==> src/rtl/seq_divider_pkg.sv <==
// Shared types and helpers for the sequential restoring divider.
package seq_divider_pkg;

    typedef enum logic [1:0] {
        IDLE,
        BUSY,
        DONE
    } state_t;

    localparam int DEFAULT_WIDTH = 32;
    localparam int DEFAULT_CNT_W = 6;

    function automatic logic [DEFAULT_WIDTH-1:0] cond_negate(
        input logic [DEFAULT_WIDTH-1:0] value,
        input logic                     negate
    );
        return negate ? (~value + DEFAULT_WIDTH'(1)) : value;
    endfunction

endpackage

==> src/rtl/seq_divider_div_sign_fix.sv <==
// Conditional two's-complement negation: operand magnitude or signed result correction.
module div_sign_fix
    import seq_divider_pkg::*;
#(
    parameter int WIDTH = DEFAULT_WIDTH
) (
    input  logic [WIDTH-1:0] value,
    input  logic             negate,
    output logic [WIDTH-1:0] result
);

    generate
        if (WIDTH == DEFAULT_WIDTH) begin : g_pkg
            assign result = cond_negate(value, negate);
        end else begin : g_generic
            assign result = negate ? (~value + WIDTH'(1)) : value;
        end
    endgenerate

endmodule

==> src/rtl/seq_divider.sv <==
// Iterative radix-2 restoring divider for DIV/DIVU; one quotient bit per BUSY cycle.
// Optional early-out for trivial operands under SEQ_DIVIDER_EARLY_OUT_EN.
//
//   state | meaning
//   IDLE  | waiting for div_begin; operands sampled on the start edge
//   BUSY  | one shift/trial-subtract per cycle; div_begin low aborts
//   DONE  | div_end high for this single cycle, results valid
module seq_divider
    import seq_divider_pkg::*;
#(
    parameter int WIDTH = DEFAULT_WIDTH,
    parameter int CNT_W = DEFAULT_CNT_W
) (
    input  logic             clk,
    input  logic             reset,
    input  logic             div_begin,
    input  logic             div_sign,
    input  logic [WIDTH-1:0] div_op1,
    input  logic [WIDTH-1:0] div_op2,
    output logic [WIDTH-1:0] div_result,
    output logic [WIDTH-1:0] div_remainder,
    output logic             div_end
);

    state_t           state, state_next;
    logic [CNT_W-1:0] cnt;
    logic [WIDTH-1:0] rem, quo, dvs;
    logic             q_neg, r_neg, skip, early;
    logic [WIDTH-1:0] op1_mag, op2_mag;
    logic [WIDTH:0]   rem_wide, diff;
    logic [WIDTH-1:0] rem_next, quo_next, q_fixed, r_fixed;

    div_sign_fix #(.WIDTH(WIDTH)) u_abs_op1 (
        .value (div_op1),
        .negate(div_sign & div_op1[WIDTH-1]),
        .result(op1_mag)
    );

    div_sign_fix #(.WIDTH(WIDTH)) u_abs_op2 (
        .value (div_op2),
        .negate(div_sign & div_op2[WIDTH-1]),
        .result(op2_mag)
    );

    div_sign_fix #(.WIDTH(WIDTH)) u_fix_quo (
        .value (quo_next),
        .negate(q_neg),
        .result(q_fixed)
    );

    div_sign_fix #(.WIDTH(WIDTH)) u_fix_rem (
        .value (rem_next),
        .negate(r_neg),
        .result(r_fixed)
    );

`ifdef SEQ_DIVIDER_EARLY_OUT_EN
    assign early = (op2_mag == '0) || (op1_mag < op2_mag);
`else
    assign early = 1'b0;
`endif

    // quo starts as the dividend magnitude and is shifted out MSB-first while quotient bits fill the LSB
    assign rem_wide = {rem, quo[WIDTH-1]};
    assign diff     = rem_wide - {1'b0, dvs};

    always_comb begin
        rem_next = diff[WIDTH-1:0];
        quo_next = {quo[WIDTH-2:0], 1'b1};
        if (diff[WIDTH]) begin
            rem_next = rem_wide[WIDTH-1:0];
            quo_next = {quo[WIDTH-2:0], 1'b0};
        end
        if (skip) begin
            rem_next = rem;
            quo_next = quo;
        end
    end

    always_ff @(posedge clk) begin
        if (reset) state <= IDLE;
        else       state <= state_next;
    end

    always_comb begin
        state_next = state;
        case (state)
            IDLE:    if (div_begin) state_next = BUSY;
            BUSY: begin
                if (!div_begin)       state_next = IDLE;
                else if (cnt == '0)   state_next = DONE;
            end
            DONE:    state_next = IDLE;
            default: state_next = IDLE;
        endcase
    end

    always_ff @(posedge clk) begin
        if (reset) begin
            cnt           <= '0;
            rem           <= '0;
            quo           <= '0;
            dvs           <= '0;
            q_neg         <= 1'b0;
            r_neg         <= 1'b0;
            skip          <= 1'b0;
            div_result    <= '0;
            div_remainder <= '0;
            div_end       <= 1'b0;
        end else begin
            div_end <= 1'b0;
            case (state)
                IDLE: if (div_begin) begin
                    q_neg <= (div_op1[WIDTH-1] ^ div_op2[WIDTH-1]) & div_sign;
                    r_neg <= div_op1[WIDTH-1] & div_sign;
                    dvs   <= op2_mag;
                    skip  <= early;
                    if (early) begin
                        // single pass-through BUSY cycle keeps div_end registered like the full path
                        rem <= op1_mag;
                        quo <= (op2_mag == '0) ? '1 : '0;
                        cnt <= '0;
                    end else begin
                        rem <= '0;
                        quo <= op1_mag;
                        cnt <= CNT_W'(WIDTH - 1);
                    end
                end
                BUSY: if (div_begin) begin
                    rem <= rem_next;
                    quo <= quo_next;
                    cnt <= cnt - CNT_W'(1);
                    if (cnt == '0) begin
                        div_result    <= q_fixed;
                        div_remainder <= r_fixed;
                        div_end       <= 1'b1;
                    end
                end
                default: ;
            endcase
        end
    end

endmodule

==> config.mk <==
export PLATFORM = sky130hd
export DESIGN_NAME = seq_divider
export DESIGN_NICKNAME = d
export VERILOG_FILES = /design/src/rtl/seq_divider_pkg.sv /design/src/rtl/seq_divider_div_sign_fix.sv /design/src/rtl/seq_divider.sv
export SDC_FILE = /design/constraint.sdc
export NUM_CORES = 1
export LEC_CHECK = 0
export CORE_ASPECT_RATIO = 0.75
export CORE_MARGIN = 4
export CORE_UTILIZATION = 27
export DETAILED_ROUTE_END_ITERATION = 16
export DONT_BUFFER_PORTS = 1
export PLACE_DENSITY = 0.42
export SLEW_MARGIN = 20
export SYNTH_ARGS = -nofsm -noshare
export SYNTH_HDL_FRONTEND = slang
export SYNTH_SLANG_ARGS = --single-unit
==> constraint.sdc <==
create_clock -name clk -period 10.9 [get_ports clk]
set_input_delay 0.545 -clock clk [delete_from_list [all_inputs] [get_ports clk]]
set_output_delay 0.545 -clock clk [all_outputs]
set_load 0.05 [all_outputs]
* Word-level counts from Yosys, hierarchy flattened
Index checks and enable logic that the tools add are counted.
Word-level totals: flip-flop bits (word level) 171, bits in latches 0, RAM bits 0, bits in read-only memories 0, input port bits 68, output and inout port bits 65, memories kept 0
Operators by class: add/sub/neg operators 6, multipliers 0, div/mod/pow operators 0, $lt $le $gt $ge 0, equality and inequality tests 4, shift operators 0, muxes and demuxes 20, bitwise gates (word level) 10, reductions and logical operators 8
Operators with widths (number):
- 2-to-1 mux 32 bit | 9
- adder 32 x 1 -> 32 bit (second input constant) | 4
- NOT 32 bit | 4
- one-hot mux 32 bit (2 select lines) | 2
- subtractor 33 x 32 -> 33 bit | 1
- 2-to-1 mux 6 bit | 2
- one-hot mux 6 bit (2 select lines) | 1
- logical NOT 6 bit | 1
- 2-to-1 mux 2 bit | 3
- AND reduction 3 bit | 2
- subtractor 6 x 1 -> 6 bit (second input constant) | 1
- inequality test 2 bit (second input constant) | 2
- one-hot mux 2 bit (2 select lines) | 1
- AND reduction 2 bit | 2
- bitwise AND 1 bit | 3
- inequality test 3 bit (second input constant) | 1
- OR reduction 3 bit | 1
- == test 2 x 1 -> 1 bit (second input constant) | 1
- logical NOT 2 bit | 1
- 2-to-1 mux 1 bit | 2
- NOT 1 bit | 2
- nonzero test 2 bit | 1
- bitwise XOR 1 bit | 1

* Logic depth before layout (Yosys ltp)
Gate-level depths: netlist of the first run.
word-level depth 5, mapped depth 26, gate-level depth less buffers 21

* By module
From an unflattened synthesis of the first run, not the netlist that was laid out.
Second synthesis, totals: cell total of the unflattened synthesis 1438, area, all modules 11534.8 µm²
By module, submodules not included:
- seq_divider | times used 1, cells an instance 1042, area an instance 8426.8 µm², sequential area each 3423.3 µm²
- div_sign_fix | times used 4, cells an instance 99, area an instance 777.0 µm², sequential area each 0.0 µm²

* Worst setup path after synthesis of the first run
No wires, ideal clock.
path kind register to register, start point reg quo[31], end point reg div_remainder[30], library setup time 0.128 ns, arrival time 4.557 ns, data required time 10.772 ns, setup slack 6.215 ns, stages on the path, launching flop included 26, buffers on the path 5, clock period less this slack 4.685 ns, cells stage by stage dfxtp_1 -> inv_1 -> ha_1 -> fa_1 -> nor2b_4 -> o2111ai_2 -> nand3_2 -> nand4b_4 -> a311oi_4 -> o21a_1 -> buf_6 -> nor2_8 -> inv_4 -> buf_2 -> buf_4 -> buf_2 -> nor2_1 -> a21oi_1 -> ha_1 -> inv_1 -> a21o_1 -> or3_1 -> buf_2 -> o41ai_1 -> xor2_1 -> o21ai_1
On the way: word-level cells in the longest chain between the ends 5
Ends and longest elaborated chain:
- start, declared | RTL line seq_divider.sv:27 | logic [WIDTH-1:0] rem, quo, dvs;
- start signal, assigned | RTL line seq_divider.sv:121 | quo <= (op2_mag == '0) ? '1 : '0;
- start signal, assigned | RTL line seq_divider.sv:125 | quo <= op1_mag;
- start signal, assigned | RTL line seq_divider.sv:131 | quo <= quo_next;
- subtractor 33 x 32 -> 33 bit | RTL line seq_divider.sv:65 | assign diff = rem_wide - {1'b0, dvs};
- 2-to-1 mux 32 bit * | RTL line seq_divider.sv:70 | if (diff[WIDTH]) begin
- NOT 32 bit | RTL line seq_divider_pkg.sv:17 | return negate ? (~value + DEFAULT_WIDTH'(1)) : value;
- adder 32 x 1 -> 32 bit | RTL line seq_divider_pkg.sv:17
- 2-to-1 mux 32 bit * | RTL line seq_divider_pkg.sv:17
- end signal, assigned | RTL line seq_divider.sv:135 | div_remainder <= r_fixed;
- end, declared | RTL line seq_divider.sv:21 | output logic [WIDTH-1:0] div_remainder,
Every way passes the cells marked *; elsewhere a longest branch is shown, timed or not. A chain may end at the register's enable or synchronous reset.

* Worst setup path in the final report of the first run
Ends and elaborated chain as after synthesis.

==> results of run 1 <==
## synthesized netlist by cell type, types with 11 or more instances
cell type and instances:
a211oi_1 60, a21o_1 17, a21oi_1 122, a221oi_1 29
a22oi_1 29, a31oi_1 11, and2_1 14, buf_2 13
clkbuf_1 76, dfxtp_1 171, ha_1 38, inv_1 90
mux2i_1 17, nand2_1 167, nand3_1 34, nand4_1 11
nor2_1 193, nor2b_1 14, nor3_1 32, nor4_1 18
o21ai_0 64, o31ai_1 18, o41ai_1 14, or3_1 19
xnor2_1 83, xor2_1 43
## critical path: stages, from the launching register on
cell,delay [ns]
dfxtp_1,0.37
inv_1,0.06
ha_1,0.21
fa_1,0.44
nor2b_4,0.16
o2111ai_2,0.16
nand3_2,0.20
nand4b_4,0.13
a311oi_4,0.39
o21a_1,0.43
nor2_8,0.07
inv_4,0.12
nor2_1,0.05
a21oi_1,0.21
ha_1,0.19
inv_1,0.09
a21o_1,0.27
or3_1,0.52
o41ai_1,0.36
xor2_1,0.20
o21ai_1,0.07
## worst min path at each step
stage / slack [ns] / endpoint / start
final: 0.16 / div_remainder[19] / reset
after global routing: 0.15 / div_result[0] / reset
after CTS: 0.15 / div_result[0] / reset
after detailed placement: 0.46 / dvs[0] / dvs[0]
after global placement: 0.45 / dvs[31] / dvs[31]
after floorplan: 0.44 / dvs[31] / dvs[31]
## logic make-up after synthesis
| family | Yosys count | share of synthesized area, % |
|---|---|---|
| adders and majority gates | 39 | 4.27 |
| muxes | 23 | 2.05 |
| xor gates and xnor gates | 126 | 9.51 |
| AOI/OAI and AO/OA | 438 | 26.1 |
| DFF | 171 | 29.5 |
| and+or+nand+nor | 550 | 22.2 |
| buffers and inverters | 189 | 6.44 |
## per-layer routing
metal	routed length (um)	vias up	GRT usage [%]
li1	-	5349	-
met1	21200	5036	26.6
met2	16000	255	23.4
met3	2070	30	3.27
met4	579	0	3.77
met5	0	-	0
## sequential cells by signal (all words and copies together) (netlist names)
register	flops
r_neg	1
div_remainder	32
state	2
q_neg	1
cnt	6
div_end	1
rem	32
quo	32
div_result	32
dvs	32
## area by class of cell
type | count | area, sq um | share of cell area, %
clock buffer | 17 | 425 | 3.37
clock inverter | 15 | 166 | 1.32
inverter | 92 | 348 | 2.76
multi-input combinational | 1176 | 7450 | 59.1
sequential | 171 | 3420 | 27.1
tap | 569 | 712 | 5.64
timing repair buffer | 12 | 90.1 | 0.714
## power by group through the flow
stage | registers, mW | clock network, mW | logic [mW]
finish | 0.680 | 0.638 | 0.283
global route | 0.683 | 0.682 | 0.315
CTS | 0.680 | 0.657 | 0.283
detailed placement | 0.695 | 0 | 0.282
global placement | 0.694 | 0 | 0.283
floorplan | 0.688 | 0 | 0.222
## cells in the final DEF, fill, tap and decap left out, drive strengths merged, types with 7 or more instances in the layout
master and instances:
nor2 195, dfxtp 171, nand2 167, a21oi 122, inv 95, xnor2 83
o21ai 71, a211oi 60, xor2 43, ha 38, nand3 35, nor3 34
a22oi 30, a221oi 29, o31ai 20, or3 19, nor4 18, a21o 17
mux2i 17, clkbuf 17, o41ai 16, nor2b 15, and2 15, buf 12
nand4 12, a31oi 12, a311oi 11, nand2b 9, and3 8, or4 7
## metrics by stage
step | instance area, sq um | utilization, % | cells | power (mW)
global route | 12600 | 29.8 | 2052 | 1.68
finish | 12600 | 29.8 | 2052 | 1.60
global placement | 12000 | 28.4 | 2020 | 0.977
detailed placement | 12000 | 28.4 | 2020 | 0.976
CTS | 12600 | 29.8 | 2052 | 1.62
floorplan | 11600 | - | 1536 | 0.910
==> impl_results.md, run 1 <==
- Flop and latch count out of synthesis: between 150 and 200
- Slew Limit Headroom: between 40% and 50%
- Crit path DAT: between 5 and 6 ns
- Comb pwr share: between 10% and 20%
- Fill count: roughly 4600
- Layout cells sized above 1: about 5.6%
- Max FO, Critical Path: 9
- Postcts setup bufs: 0
- Crit path to: div_remainder[30]
- Clock transition at path regs: 0.07 ns
- Peak supply drop: approximately 110 uV
- CP startpoint: quo[31]
- Sequential area share after synthesis: around 29%
- Synthesis-to-layout area growth: 8.72%
- Slew @ Worst Pin: a little over 0.8 ns
- Num CTS Buffers: 17
- Area leader, netlist: dfxtp_1
- R2R depth: 20
- Initial core utilization: 27.4%
- WL per Instance: roughly 19 um
- Pre-CTS setup slack: ~6 ns
- Internal power: 1.09 mW
- TritonCTS sink count: about 170
- GP Congestion: roughly 0.86
- Hold depth: 1
- Total GRT Usage: about 17%
- Nets@finish: 1577
- Top cells by area, synth: dfxtp_1, xnor2_1, nor2_1, nand2_1, a21oi_1
- Dominant synthesized flop cell: dfxtp_1
- # hold bufs at CTS: 0
- Deepest clock path buffer count: 2
- CP startpoint kind: flop
- # IOs: between 100 and 150
- PortBufs: 0
- R2r startpoint: quo[31]
- Minimum clock period: approximately 4.8 ns
- Unrepaired setup endpoints after global routing: no
- Vias/cell: around 5.2
- GRT Residual Overflow: 0
- YS warnings: 0
- Switching part of the total: about a third
- Share of total power in the clock network: 39.9%
- Max-slew violations: 0
- Reg power frac: 42.5%
- Final WL: about 40000 um
- H-Tree Depth: 4
- FF-to-FF End: div_remainder[30]
- Initial detailed-routing violation count: 819
- EDFF count, synth: 0
- CP Capture Type: flop
- TritonCTS clock tree: built
- Drc violations: 0
- Max-Cap Viols: 0
- R2R Setup Slk: ~6.1 ns
- Diode count: 0
- Post-route ant nets: 0
- Core Region: 42300 sq um
- Required time of the critical path: between 10 and 15 ns
- Final worst slack: 6.05 ns
- Largest net degree at the start of global routing: between 150 and 200
- Clk_skew: ~0.013 ns
- Worst Hold Class: in -> reg
- Tcrit/Tclk final: 44.5%
- Setup Crit Path Kind: reg -> reg
- First-pass GRT wire length: slightly above 60000 um
- Power per cell area: around 130 nW/um^2
- Detailed-route via count: roughly 11000
- Finish-stage setup viols: 0
- Min Hold Slack: 0.163 ns
- Yosys cell types: 84
- Detailed Place HPWL: 30100 um
- NetSw: a little over 0.5 mW
- Vias in the first global route: around 10000
- Leakage: between 4 and 5 nW
- Sum Neg Setup Slack: 0 ns
- Syn_area_per_cell: 7.56 sq um
- Rows: 65
- Die area: between 40000 and 50000 sq um
- Die Wd: 247 um
- Root buf cell: clkbuf_16
- Die Height: around 190 um
- Share of the synthesized area in the top cell type: 29.5%
- Share of flip-flops with an asynchronous set or reset: 0%
- Worst skew pair latency: about 0.45 ns
- Mapped Cells: 1536
- Cell Area, Synth: about 12000 sq um
- F_max: between 0.2 and 0.25 GHz
- Mapped Nets: between 1500 and 2000
- CTS resizes: 0
- Fin. Hold Viols: 0
- Initial antenna violation count: 1
- Status: finished clean
- TritonRoute pass-1 iters: 5
No activity file was read; power rests on OpenSTA's default activity.
==> inputs of run 2 (changes only) <==
Clock period 10.9 ns to 4.55 ns, I/O delays scaled along.
==> impl_results.md, run 2 (same netlist as run 1, synthesis figures left out) <==
- Status: finished clean
- Crit path to: div_remainder[31]
- Max FO, Critical Path: 6
- Fin. Hold Viols: 0
- Power per cell area: ~300 nW/um^2
- Die Wd: 247 um
- Detailed Place HPWL: 30500 um
- CP max-delay cell: a22oi_2
- Crit path largest cell delay: 0.46 ns
- Initial core utilization: ~27%
- Minimum clock period: ~4.3 ns
- Commonest non-fill, non-tap cells in the layout: nor2_1, dfxtp_1, nand2_1
- CP Depth: 14
- First-pass GRT wire length: ~63000 um
- Internal power: about 2.7 mW
- Slew @ Worst Pin: around 1.1 ns
- Initial antenna violation count: 0
- Most common cell after layout, fill and taps aside: nor2_1
- PortBufs: 0
- Max-slew violations: 0
- Crit path DAT: about 4.6 ns
- Clock transition at path regs: roughly 0.070 ns
- Die Height: roughly 190 um
- F_max: between 0.2 and 0.25 GHz
- CP startpoint kind: flop
- Final Util: a little under a third
- Worst path buffer plus inverter count: 1
- GRT Residual Overflow: 0
- Worst Hold Class: in -> reg
- Drc violations: 0
- Rows: 65
- Reg power frac: just over 40%
- Diode count: 0
- Largest net degree at the start of global routing: between 150 and 200
- Detailed-route via count: ~11000
- Tcrit/Tclk final: a little over nine tenths
- Max-Cap Viols: 0
- Sum Neg Setup Slack: 0 ns
- Peak supply drop: between 200 and 300 uV
- Required time of the critical path: ~4.9 ns
- Layout cells sized above 1: between 7 and 8%
- Finish-stage setup viols: 0
- Total GRT Usage: around 17%
- Unrepaired setup endpoints after global routing: no
- Vias in the first global route: about 10000
- Switching part of the total: approximately 31%
- Initial detailed-routing violation count: 848
- # IOs: between 100 and 150
- Comb pwr share: between 10% and 20%
- GP Congestion: between 0.8 and 0.9
- Clk_skew: around 0.014 ns
- Vias/cell: roughly 5.2
- Slew Limit Headroom: 26.9%
- Worst skew pair latency: ~0.46 ns
- Root buf cell: clkbuf_16
- FF-to-FF End: div_remainder[31]
- Nets@finish: about 1600
- R2R depth: 14
- Leakage: between 4 and 5 nW
- Top Family by Delay on Critical Path: compound AO/OA/AOI/OAI gates
- NetSw: 1.23 mW
- Post-route ant nets: 0
- WL per Instance: slightly below 20 um
- CP Capture Type: flop
- Crit-path cells: ha_1, a21o_1, a31oi_1, a2111oi_2, buf_4, nor3_4, xor2_1, o211a_1, nand4_1, a22oi_2, nand4b_4, or3_1, nand4_1, o311ai_2
- Deepest clock path buffer count: 2
- Core Region: roughly 42000 sq um
- TritonRoute pass-1 iters: 5
- Most used cell along the critical path: nand4_1
- R2r startpoint: rem[3]
- CP startpoint: rem[3]
- Setup Crit Path Kind: reg -> reg
- TritonCTS clock tree: built
- Final WL: about 40000 um
- Synthesis-to-layout area growth: 12.3%
- Share of total power in the clock network: roughly 40%
- Postcts setup bufs: 0
- TritonCTS sink count: around 170
- Die area: approximately 46000 sq um
- H-Tree Depth: 4
- R2R Setup Slk: 0.25 ns
- Num CTS Buffers: 17
-- run 2: changes by cell type in the layout (fill, tap and decap cells not counted), moves of 2 or more --
cell	before	now
buf_4	12	29
clkbuf_8	0	2
clkinvlp_4	4	1
dlygate4sd3_1	0	18
inv_8	2	0
o41ai_1	14	10
o41ai_2	1	5
-- run 2: timing repair --
item,4_1_cts,5_1_grt
endpoints found under the setup margin,0,10
hold endpoints to repair,163,0
gates resized for setup,0,6
hold buffers,19,0
-- run 2: cell type report --
type                       instances  area (sq um)
inverter                          92           348
multi-input combinational       1176          7510
fill                            4621         29300
clock buffer                      19           453
timing repair buffer              48           425
sequential                       171          3420
tap                              569           712
clock inverter                    13           165
-- run 2: worst register-to-register path, cell delays in order (launching register included) --
cell and delay, ns:
dfxtp_1 0.45, ha_1 0.34, a21o_1 0.22, a31oi_1 0.32
a2111oi_2 0.15, buf_4 0.17, nor3_4 0.36, xor2_1 0.31
o211a_1 0.25, nand4_1 0.25, a22oi_2 0.46, nand4b_4 0.21
or3_1 0.42, nand4_1 0.13, o311ai_2 0.11
-- run 2: stage by stage --
step	power [mW]	hold slack [ns]	instances	setup slack [ns]	cell area (sq um)
finish	3.95	0.0125	2088	0.251	13000
global route	4.15	0.0278	2088	0.0000844	13000
CTS	3.99	0.0000902	2088	0.114	13000
detailed placement	2.35	0.316	2037	0.130	12200
global placement	2.35	0.312	2037	0.163	12200
floorplan	2.18	0.363	1536	0.00373	11600
-- run 2: power by group through the flow --
stage | clock (mW) | combinational [mW] | sequential [mW]
floorplan | 0 | 0.534 | 1.65
global placement | 0 | 0.685 | 1.67
detailed placement | 0 | 0.685 | 1.67
CTS | 1.63 | 0.730 | 1.63
global route | 1.69 | 0.816 | 1.64
finish | 1.58 | 0.737 | 1.63
-- run 2: layer usage --
metal	routed length, um	track usage [%]	vias up
li1	-	-	5421
met1	21800	27.1	5192
met2	16300	23.9	277
met3	2270	3.72	35
met4	563	3.95	0
met5	0	0	-
-- run 2: worst min path at each step --
stage,start,end,cells after the start
3_5_place_dp,reset,div_remainder[19],1
5_1_grt,div_op2[3],dvs[3],2
4_1_cts,div_op2[10],dvs[10],2
6_report,div_op2[3],dvs[3],2
2_1_floorplan,div_op2[0],dvs[0],2
3_3_place_gp,reset,div_result[0],1
==> inputs of run 3 (changes only) <==
Settings changed: ABC_AREA set to 1.
==> impl_results.md, run 3 <==
- YS warnings: 0
- Detailed Place HPWL: 38700 um
- Nets@finish: 2197
- Final Cell Area: approximately 14000 sq um
- Synthesis-to-layout area growth: 11.2%
- Mux cell area share after synthesis: 0%
- Most common cell after layout, fill and taps aside: nand2_1
- Minimum clock period: around 4.2 ns
- Sequential area share after synthesis: a little over a quarter
- Fill count: 5251
- Area leader, netlist: dfxtp_1
- NetSw: around 1.6 mW
- List of most frequent post-synthesis cells: nand2_1, inv_1, nor2_1
- Die Height: about 200 um
- WL per Instance: ~18 um
- Mapped Cells: around 2100
- Reg power frac: approximately two fifths
- Num CTS Buffers: 17
- First-pass GRT wire length: between 70000 and 80000 um
- Synth Area in Adders: 3.92%
- Mapped Nets: about 2200
- Setup Crit Path Kind: reg -> reg
- Max-slew violations: 0
- Share of the synthesized area in the top cell type: a little over a quarter
- Root buf cell: clkbuf_16
- Postcts setup bufs: 0
- GP Congestion: 0.913
- Initial detailed-routing violation count: 1045
- EDFF count, synth: 0
- Vias in the first global route: 12000
- Peak supply drop: 197 uV
- Total GRT Usage: 19.1%
- TritonCTS sink count: 171
- Commonest non-fill, non-tap cells in the layout: nand2_1, inv_1, nor2_1
- Worst Hold Class: in -> reg
- CP Capture Type: flop
- Deepest clock path buffer count: 2
- Dominant synthesized flop cell: dfxtp_1
- Slew Limit Headroom: 33.7%
- Top cells by area, synth: dfxtp_1, nand2_1, inv_1, a21oi_1, nor2_1
- Sum Neg Setup Slack: 0 ns
- GRT Residual Overflow: 0
- Final WL: 49000 um
- Clk_skew: around 0.024 ns
- Hold depth: 2
- R2R Setup Slk: roughly 0.40 ns
- Die area: 50400 sq um
- Initial core utilization: 27.4%
- PortBufs: 0
- Syn_area_per_cell: ~6 sq um
- Crit path DAT: approximately 4.5 ns
- Largest net degree at the start of global routing: 119
- Drc violations: 0
- Post-DP Area: ~13000 sq um
- TritonRoute pass-1 iters: 6
- Slew @ Worst Pin: between 0.9 and 1 ns
- Xor/xnor share of the synthesized area: under 10%
- Required time of the critical path: slightly below 5 ns
- H-Tree Depth: 4
- Compound-Gate Fraction of Synth Area: 17.3%
- Tcrit/Tclk final: between 90% and 100%
- Post-route ant nets: 0
- Min-Delay Startpoint: div_op1[31]
- Power per cell area: between 200 and 300 nW/um^2
- Flop and latch count out of synthesis: about 170
- TritonCTS clock tree: built
- R2r startpoint: quo[31]
- Share of total power in the clock network: between 30% and 40%
- Initial antenna violation count: 0
- Leakage: just under 7 nW
- Finish-stage setup viols: 0
- Vias/cell: around 4.7
- Switching part of the total: approximately 38%
- Fin. Hold Viols: 0
- Max FO, Critical Path: 47
- Largest family of logic cells by synthesized area: simple AND/OR/NAND/NOR gates
- Core Region: around 46000 sq um
- FF-to-FF End: div_remainder[29]
- Placed cell count: around 2700
- Status: finished clean
- Clock transition at path regs: around 0.070 ns
- Comb pwr share: about a quarter
- Simple-gate share of the synthesized area: 35.2%
- Unrepaired setup endpoints after global routing: no
- CP startpoint kind: flop
- Layout cells sized above 1: between 5 and 6%
- Worst skew pair latency: roughly 0.47 ns
- F_max: roughly 0.24 GHz
- Rows: about 70
- Internal power: 2.60 mW
- Detailed-route via count: 13000
- R2R depth: 26
- Most frequent cell after synthesis: nand2_1
- Die Wd: between 200 and 300 um
- Share of flip-flops with an asynchronous set or reset: 0%
- Yosys cell types: 50
- Fin cells: roughly 2700
- Cell Area, Synth: around 13000 sq um
- Max-Cap Viols: 0
- Hold Path Sink: quo[31]
- # IOs: ~130
==> run 3: logic make-up after synthesis <==
group                      after synthesis
adders and majority gates               39
and+or+nand+nor                       1059
xor gates and xnor gates                72
buffers and inverters                  368
DFF                                    171
AOI/OAI and AO/OA                      401
==> run 3: stage by stage <==
stage	power (mW)	hold WS (ns)	util (%)	setup WS, ns
after floorplan	2.37	0.389	-	0.628
after global placement	2.66	0.317	28.6	0.327
after detailed placement	2.66	0.320	28.6	0.253
after CTS	4.21	0.00349	30.4	0.235
after global routing	4.41	0.0106	30.5	0.0213
final	4.18	0.0175	30.5	0.397
==> run 3: layer usage <==
| metal | share of wire, % | global-route usage [%] |
|---|---|---|
| met2 | 42 | 28.9 |
| met3 | 4.5 | 3.15 |
| met4 | 0.98 | 3.15 |
| met1 | 52 | 28.8 |
| met5 | 0 | 0 |
==> run 3: worst max-delay path by stage <==
stage / start / cells after the start / endpoint / slack [ns]
finish: quo[31] / 26 / div_remainder[29] / 0.40
global route: quo[31] / 28 / div_result[30] / 0.02
CTS: quo[31] / 26 / div_remainder[29] / 0.23
detailed placement: quo[31] / 26 / div_remainder[29] / 0.25
global placement: quo[31] / 26 / div_remainder[29] / 0.33
floorplan: quo[31] / 30 / div_result[30] / 0.63
==> run 3: final cells by class <==
cell class	instances	area (sq um)	share of cell area [%]
inverters	291	1090	7.76
clock buffers	17	425	3.02
diodes	1	2.50	0.0178
well taps	630	788	5.60
clock inverters	15	176	1.25
multi-input cells	1571	7800	55.4
flip-flops and latches	171	3420	24.3
repair buffers	38	369	2.62
==> run 3: power by group through the flow <==
stage	Clock [mW]	Combinational (mW)	Sequential (mW)
after global routing	1.61	1.12	1.68
after global placement	0	0.959	1.70
final	1.51	0.996	1.67
after CTS	1.55	0.990	1.67
after floorplan	0	0.696	1.68
after detailed placement	0	0.953	1.71
==> run 3: what timing repair did <==
action | CTS | global route
endpoints found under the setup margin | 0 | 5
hold endpoints to repair | 102 | 0
resized for setup | 0 | 4
hold buffers | 20 | 0
==> run 3: worst max-delay path, stage by stage (launching register included) <==
cell and delay (ns):
dfxtp_1 0.33, inv_1 0.05, ha_1 0.22, fa_1 0.40, inv_1 0.13, nand2_1 0.07
nand2_1 0.08, nand3_1 0.09, nand2_2 0.14, nand2_2 0.07, nand2_2 0.08, nand2_4 0.08
nand2_4 0.08, nand2_2 0.11, nand2_4 0.11, buf_6 0.37, o21ai_0 0.25, nor2_2 0.28
nand2_1 0.12, nor2_1 0.29, nand2_1 0.17, nand2_1 0.18, nand2_1 0.07, nand2_1 0.06
nand3_1 0.07, nand2_1 0.09, inv_1 0.03
